**config.mk**
```make
export PLATFORM = sky130hd
export DESIGN_NAME = axi_rd_arbiter
export DESIGN_NICKNAME = d
export VERILOG_FILES = /design/src/rtl/axi_rd_arbiter.sv
export SDC_FILE = /design/constraint.sdc
export NUM_CORES = 1
export LEC_CHECK = 0
export ABC_AREA = 0
export BUFFER_PORTS_ARGS = -buffer_cell sky130_fd_sc_hd__buf_4
export CAP_MARGIN = 10
export CELL_PAD_IN_SITES_DETAIL_PLACEMENT = 0
export CELL_PAD_IN_SITES_GLOBAL_PLACEMENT = 2
export CORE_MARGIN = 5
export CORE_UTILIZATION = 21
export DETAILED_ROUTE_END_ITERATION = 6
export PLACE_DENSITY_LB_ADDON = 0.12
export SLEW_MARGIN = 20
export SYNTH_ARGS = -nofsm -noshare
export SYNTH_HDL_FRONTEND = slang
export SYNTH_SLANG_ARGS = --single-unit
```
**constraint.sdc**
```tcl
create_clock -name clk -period 3.8 [get_ports clk]
set_input_delay 0.19 -clock clk [delete_from_list [all_inputs] [get_ports clk]]
set_output_delay 0.19 -clock clk [all_outputs]
set_load 0.02 [all_outputs]
```
**src/rtl/axi_rd_arbiter.sv**
```systemverilog
// Round-robin arbiter sharing one AXI4 read master port among S_COUNT requesters.
// One burst in flight at a time; rlast is regenerated from a beat counter and checked.
//
// state | meaning
// IDLE  | arbitrate, arready to winner
// ADDR  | AR held on master port, waiting arready
// DATA  | R beats routed to granted port until counted last
module axi_rd_arbiter #(
  parameter  int S_COUNT    = 2,
  parameter  int DATA_WIDTH = 32,
  parameter  int ADDR_WIDTH = 32,
  parameter  int ID_WIDTH   = 8,
  localparam int GW         = $clog2(S_COUNT)
) (
  input  logic                           clk,
  input  logic                           rst,

  input  logic [S_COUNT*ID_WIDTH-1:0]    s_axi_arid,
  input  logic [S_COUNT*ADDR_WIDTH-1:0]  s_axi_araddr,
  input  logic [S_COUNT*8-1:0]           s_axi_arlen,
  input  logic [S_COUNT*3-1:0]           s_axi_arsize,
  input  logic [S_COUNT*2-1:0]           s_axi_arburst,
  input  logic [S_COUNT*3-1:0]           s_axi_arprot,
  input  logic [S_COUNT-1:0]             s_axi_arvalid,
  output logic [S_COUNT-1:0]             s_axi_arready,
  output logic [S_COUNT*ID_WIDTH-1:0]    s_axi_rid,
  output logic [S_COUNT*DATA_WIDTH-1:0]  s_axi_rdata,
  output logic [S_COUNT*2-1:0]           s_axi_rresp,
  output logic [S_COUNT-1:0]             s_axi_rlast,
  output logic [S_COUNT-1:0]             s_axi_rvalid,
  input  logic [S_COUNT-1:0]             s_axi_rready,

  output logic [ID_WIDTH-1:0]            m_axi_arid,
  output logic [ADDR_WIDTH-1:0]          m_axi_araddr,
  output logic [7:0]                     m_axi_arlen,
  output logic [2:0]                     m_axi_arsize,
  output logic [1:0]                     m_axi_arburst,
  output logic [2:0]                     m_axi_arprot,
  output logic                           m_axi_arlock,
  output logic [3:0]                     m_axi_arcache,
  output logic [3:0]                     m_axi_arqos,
  output logic [3:0]                     m_axi_arregion,
  output logic                           m_axi_arvalid,
  input  logic                           m_axi_arready,
  input  logic [ID_WIDTH-1:0]            m_axi_rid,
  input  logic [DATA_WIDTH-1:0]          m_axi_rdata,
  input  logic [1:0]                     m_axi_rresp,
  input  logic                           m_axi_rlast,
  input  logic                           m_axi_rvalid,
  output logic                           m_axi_rready,

  output logic                           busy,
  output logic [GW-1:0]                  grant,
  output logic                           rlast_err
);

  typedef enum logic [1:0] {
    ST_IDLE = 2'd0,
    ST_ADDR = 2'd1,
    ST_DATA = 2'd2
  } state_t;

  state_t                  r_state;
  state_t                  w_state_nxt;

  logic [GW-1:0]           r_grant;
  logic [GW-1:0]           r_last_grant;
  logic [7:0]              r_len;
  logic [7:0]              r_beat_cnt;
  logic                    r_arvalid;
  logic [ID_WIDTH-1:0]     r_arid;
  logic [ADDR_WIDTH-1:0]   r_araddr;
  logic [7:0]              r_arlen;
  logic [2:0]              r_arsize;
  logic [1:0]              r_arburst;
  logic [2:0]              r_arprot;

  logic                    w_any;
  logic [GW-1:0]           w_winner;
  logic [GW-1:0]           w_cand;
  logic                    w_ar_hs;
  logic                    w_r_hs;
  logic                    w_cnt_last;

  // Search starts one past the previous winner so every requester gets a turn.
  always_comb begin
    w_any    = 1'b0;
    w_winner = r_last_grant;
    w_cand   = r_last_grant;
    for (int k = 1; k <= S_COUNT; k++) begin
      w_cand = GW'((int'(r_last_grant) + k) % S_COUNT);
      if (!w_any && s_axi_arvalid[w_cand]) begin
        w_any    = 1'b1;
        w_winner = w_cand;
      end
    end
  end

  assign w_ar_hs    = (r_state == ST_IDLE) && w_any;
  assign w_cnt_last = (r_beat_cnt == r_len);
  assign w_r_hs     = (r_state == ST_DATA) && m_axi_rvalid && s_axi_rready[r_grant];

  always_ff @(posedge clk) begin
    if (rst) begin
      r_state <= ST_IDLE;
    end else begin
      r_state <= w_state_nxt;
    end
  end

  always_comb begin
    w_state_nxt = r_state;
    case (r_state)
      ST_IDLE: if (w_any)                   w_state_nxt = ST_ADDR;
      ST_ADDR: if (m_axi_arready)           w_state_nxt = ST_DATA;
      ST_DATA: if (w_r_hs && w_cnt_last)    w_state_nxt = ST_IDLE;
      default:                              w_state_nxt = ST_IDLE;
    endcase
  end

  always_comb begin
    s_axi_arready = '0;
    s_axi_rvalid  = '0;
    s_axi_rlast   = '0;
    m_axi_rready  = 1'b0;
    rlast_err     = 1'b0;
    busy          = (r_state != ST_IDLE);
    if (r_state == ST_IDLE && w_any) begin
      s_axi_arready[w_winner] = 1'b1;
    end
    if (r_state == ST_DATA) begin
      m_axi_rready          = s_axi_rready[r_grant];
      s_axi_rvalid[r_grant] = m_axi_rvalid;
      s_axi_rlast           = {S_COUNT{w_cnt_last}};
      rlast_err             = w_r_hs && (m_axi_rlast != w_cnt_last);
    end
  end

  always_ff @(posedge clk) begin
    if (rst) begin
      r_grant      <= '0;
      r_last_grant <= GW'(S_COUNT - 1);
      r_len        <= '0;
      r_beat_cnt   <= '0;
      r_arvalid    <= 1'b0;
      r_arid       <= '0;
      r_araddr     <= '0;
      r_arlen      <= '0;
      r_arsize     <= '0;
      r_arburst    <= '0;
      r_arprot     <= '0;
    end else begin
      if (w_ar_hs) begin
        r_arid     <= s_axi_arid[w_winner*ID_WIDTH +: ID_WIDTH];
        r_araddr   <= s_axi_araddr[w_winner*ADDR_WIDTH +: ADDR_WIDTH];
        r_arlen    <= s_axi_arlen[w_winner*8 +: 8];
        r_arsize   <= s_axi_arsize[w_winner*3 +: 3];
        r_arburst  <= s_axi_arburst[w_winner*2 +: 2];
        r_arprot   <= s_axi_arprot[w_winner*3 +: 3];
        r_len      <= s_axi_arlen[w_winner*8 +: 8];
        r_beat_cnt <= '0;
        r_grant    <= w_winner;
        r_arvalid  <= 1'b1;
      end
      if (r_state == ST_ADDR && m_axi_arready) begin
        r_arvalid <= 1'b0;
      end
      // Counter stops at len so a 256-beat burst never wraps it.
      if (w_r_hs) begin
        if (w_cnt_last) begin
          r_last_grant <= r_grant;
        end else begin
          r_beat_cnt <= r_beat_cnt + 8'd1;
        end
      end
    end
  end

  assign s_axi_rid   = {S_COUNT{m_axi_rid}};
  assign s_axi_rdata = {S_COUNT{m_axi_rdata}};
  assign s_axi_rresp = {S_COUNT{m_axi_rresp}};

  assign m_axi_arid     = r_arid;
  assign m_axi_araddr   = r_araddr;
  assign m_axi_arlen    = r_arlen;
  assign m_axi_arsize   = r_arsize;
  assign m_axi_arburst  = r_arburst;
  assign m_axi_arprot   = r_arprot;
  assign m_axi_arvalid  = r_arvalid;
  assign m_axi_arlock   = 1'b0;
  assign m_axi_arcache  = 4'b0011;
  assign m_axi_arqos    = 4'd0;
  assign m_axi_arregion = 4'd0;

  assign grant = r_grant;

endmodule

```
==> impl_metrics.sql <==
INSERT INTO impl_metrics (metric_group, metric, value, unit) VALUES
('status', 'run_status', 'finished clean', ''),
('floorplanning', 'initial_utilization', '21.3', '%'),
('timing', 'finalMaxSlewViolations', '0', ''),
('synthesis', 'synth_top_area_share', '34.8', '%'),
('placement', 'port-buffer-count', '187', ''),
('global_routing', 'grt_pass1_wl', '17.7', 'mm'),
('clock_tree', 'cts_buffers', '9', ''),
('synthesis', 'synthDistinctLibCells', '34', ''),
('route', 'maxUsedRoutingLayer', 'met4', ''),
('synthesis', 'syn-instance-count', '441', ''),
('power', 'power.static_leakage', '2.46', 'nW'),
('synthesis', 'synth.cell_area', '3970', 'sq um'),
('worst_setup_path', 'worst_r2r_path_depth', '5', ''),
('route', 'num_vias', '3093', ''),
('floorplanning', 'core_area', '18600', 'sq um'),
('global_routing', 'groute.usage.overall', '10.3', '%'),
('layout', 'syn_to_layout_area_delta', '29.6', '%'),
('placement', 'post-dp-hpwl', '8.80', 'mm'),
('route', 'drc', '0', ''),
('worst_setup_path', 'worst_setup_path_startpoint', 'r_state[0]$_SDFFE_PP0P_', ''),
('worst_setup_path', 'critPathKind', 'reg -> out', ''),
('timing', 'layout_min_cycle_time', '2360', 'ps'),
('clock_tree', 'clockRootBuffer', 'clkbuf_16', ''),
('clock_tree', 'number_of_resized_instances_in_the_post_cts_repair_step', '0', ''),
('clock_tree', 'clk_path_buf_depth', '2', ''),
('layout', 'insertedDiodeCount', '0', ''),
('floorplanning', 'design.portCount', '327', ''),
('global_routing', 'grt_remaining_overflow', '0', ''),
('synthesis', 'postSynthAreaPerCell', '9.01', 'sq um'),
('route', 'detail_route.iter0.violations', '70', ''),
('clock_tree', 'h-tree-depth', '3', ''),
('worst_setup_path', 'critical_path_required', '3610', 'ps'),
('global_routing', 'grt_pass1_vias', '3293', ''),
('route', 'drt_pass1_iterations', '4', ''),
('synthesis', 'ys_warn_count', '0', ''),
('timing', 'setup_viol', '0', ''),
('worst_hold_path', 'worstHoldPathCells', '2', ''),
('timing', 'tns', '0', 'ps'),
('worst_setup_path', 'crit_fanout', '30', ''),
('route', 'post_drt_wl_per_cell', '14.9', 'microns'),
('route', 'routed-wl-met2', '5.18', 'mm'),
('route', 'detail_route.wirelength.met1', '5.04', 'mm'),
('worst_setup_path', 'cp_endpoint', 's_axi_arready[0]', ''),
('route', 'mean_number_of_vias_per_cell', '4.03', ''),
('layout', 'final_layout_size_suffix_gt1_share', '40.3', '%'),
('synthesis', 'synth_sequential_area_ratio', '34.8', '%'),
('synthesis', 'synth_top_cell_by_area', 'dfxtp_1', ''),
('worst_setup_path', 'worstPathArrival', '2170', 'ps'),
('timing', 'hold_violations', '0', ''),
('timing', 'timing.final.crit_share', '62.2', '%'),
('synthesis', 'netlist_top_cells_area', 'dfxtp_1, buf_4, mux2i_1', ''),
('clock_tree', 'cts.sink_count', '69', ''),
('layout', 'final_common_cell', 'buf_4', ''),
('timing', 'headroom_to_the_max_slew_limit', '48.8', '%'),
('worst_setup_path', 'regToRegEndpoint', 'm_axi_araddr[16]$_SDFFE_PP0P_', ''),
('floorplanning', 'dieWidth', '148', 'microns'),
('layout', 'layout_common_cells', 'buf_4, nor2_1, dfxtp_1, mux2i_1, a211oi_1', ''),
('route', 'met3_layer_wire_length_in_the_routed_design', '1.05', 'mm'),
('worst_setup_path', 'critical_path.reg2reg.startpoint', 'r_state[0]$_SDFFE_PP0P_', ''),
('global_routing', 'grt_antenna_before_repair', '0', ''),
('clock_tree', 'postCtsSetupBuffers', '0', ''),
('synthesis', 'ff_latch_count_synth', '69', ''),
('layout', 'n_fill_cell', '2019', ''),
('power', 'design_power_total', '2.27', 'mW'),
('timing', 'max_freq', '423', 'MHz'),
('timing', 'finClkSkew', '5.40', 'ps'),
('job', 'maxCapViolCount', '0', ''),
('route', 'antenna_left', '0', ''),
('timing', 'worst_slew_pin_slew', '768', 'ps'),
('power', 'irDropWorstVdd', '161', 'uV'),
('floorplanning', 'die_y', '148', 'microns');
==> layer usage <==
layer	vias to the layer above	GRT usage (%)
met4	0	4.71
met2	141	15.9
li1	1588	-
met1	1349	12.4
met5	-	0
met3	15	4.41
==> where the power goes <==
part,total (mW),switching (mW),internal [mW]
Sequential,0.857,0.0494,0.807
Clock,0.772,0.304,0.468
Combinational,0.638,0.347,0.291
==> cells in the mapped netlist (all sizes together) <==
library cell,instances
inv,2
and3b,1
conb,2
o21a,2
nor2b,3
nand3,2
nor2,70
nor4,2
and2,2
ha,1
o21ai,1
a21oi,6
mux2i,61
xor2,9
buf,117
o31ai,1
a211oi,57
xnor2,2
nand4,3
mux2,1
and3,4
nand2,8
dfxtp,69
nand2b,4
clkbuf,7
or2,3
a31o,1
==> stage by stage <==
stage               utilization, %  worst slack, ps  hold WS [ps]  instances  cell area, sq um
floorplan                        -             1960           286        452              4010
global placement              26.2             1810           380        753              4880
detailed placement            26.2             1780           380        753              4880
CTS                           27.6             1390          42.5        767              5150
global route                  27.6             1230          60.1        767              5150
finish                        27.6             1440          64.0        767              5150
==> critical path: stages (launching register included) <==
cell and delay [ps]:
dfxtp_1 320, or2_1 290, nor2_4 520, buf_4 400
and2_1 180, buf_4 140
==> how the worst min path moves through the flow <==
stage	from	to	slack, ps
4_1_cts	m_axi_arready	m_axi_arvalid$_SDFFE_PP0P_	40
6_report	m_axi_arready	m_axi_arvalid$_SDFFE_PP0P_	60
3_3_place_gp	m_axi_rdata[8]	s_axi_rdata[40]	380
2_1_floorplan	m_axi_arready	m_axi_arvalid$_SDFFE_PP0P_	290
3_5_place_dp	m_axi_rdata[8]	s_axi_rdata[40]	380
5_1_grt	m_axi_arready	m_axi_arvalid$_SDFFE_PP0P_	60
==> logic make-up (layout without fill, tap and decap cells) <==
| logic type | after synthesis | in the layout | share of synthesized area, % |
|---|---|---|---|
| compound gates | 68 | 68 | 12.5 |
| xor+xnor | 11 | 11 | 2.43 |
| fa+ha+maj | 1 | 1 | 0.315 |
| buf+inv | 126 | 207 | 22.4 |
| flops | 69 | 69 | 34.8 |
| mux | 62 | 62 | 15.7 |
| other cells | 2 | 13 | 0.189 |
| simple gates | 102 | 102 | 11.7 |
==> layout make-up <==
type | instances | area [sq um] | share of cell area, %
Clock buffer | 12 | 256 | 4.98
Clock inverter | 2 | 10.0 | 0.194
Inverter | 2 | 7.51 | 0.146
Multi-Input combinational cell | 257 | 1760 | 34.1
Sequential cell | 69 | 1380 | 26.8
Tap cell | 234 | 293 | 5.69
Timing Repair Buffer | 191 | 1450 | 28.1
==> flip-flops by register name, summed over array words and instances, names as in the netlist <==
name           flops
r_beat_cnt         8
m_axi_arburst      2
grant              1
r_last_grant       1
m_axi_arsize       3
m_axi_arlen        8
m_axi_arvalid      1
m_axi_araddr      32
m_axi_arprot       3
r_state            2
m_axi_arid         8
No activity file was read; power rests on OpenSTA's default activity.
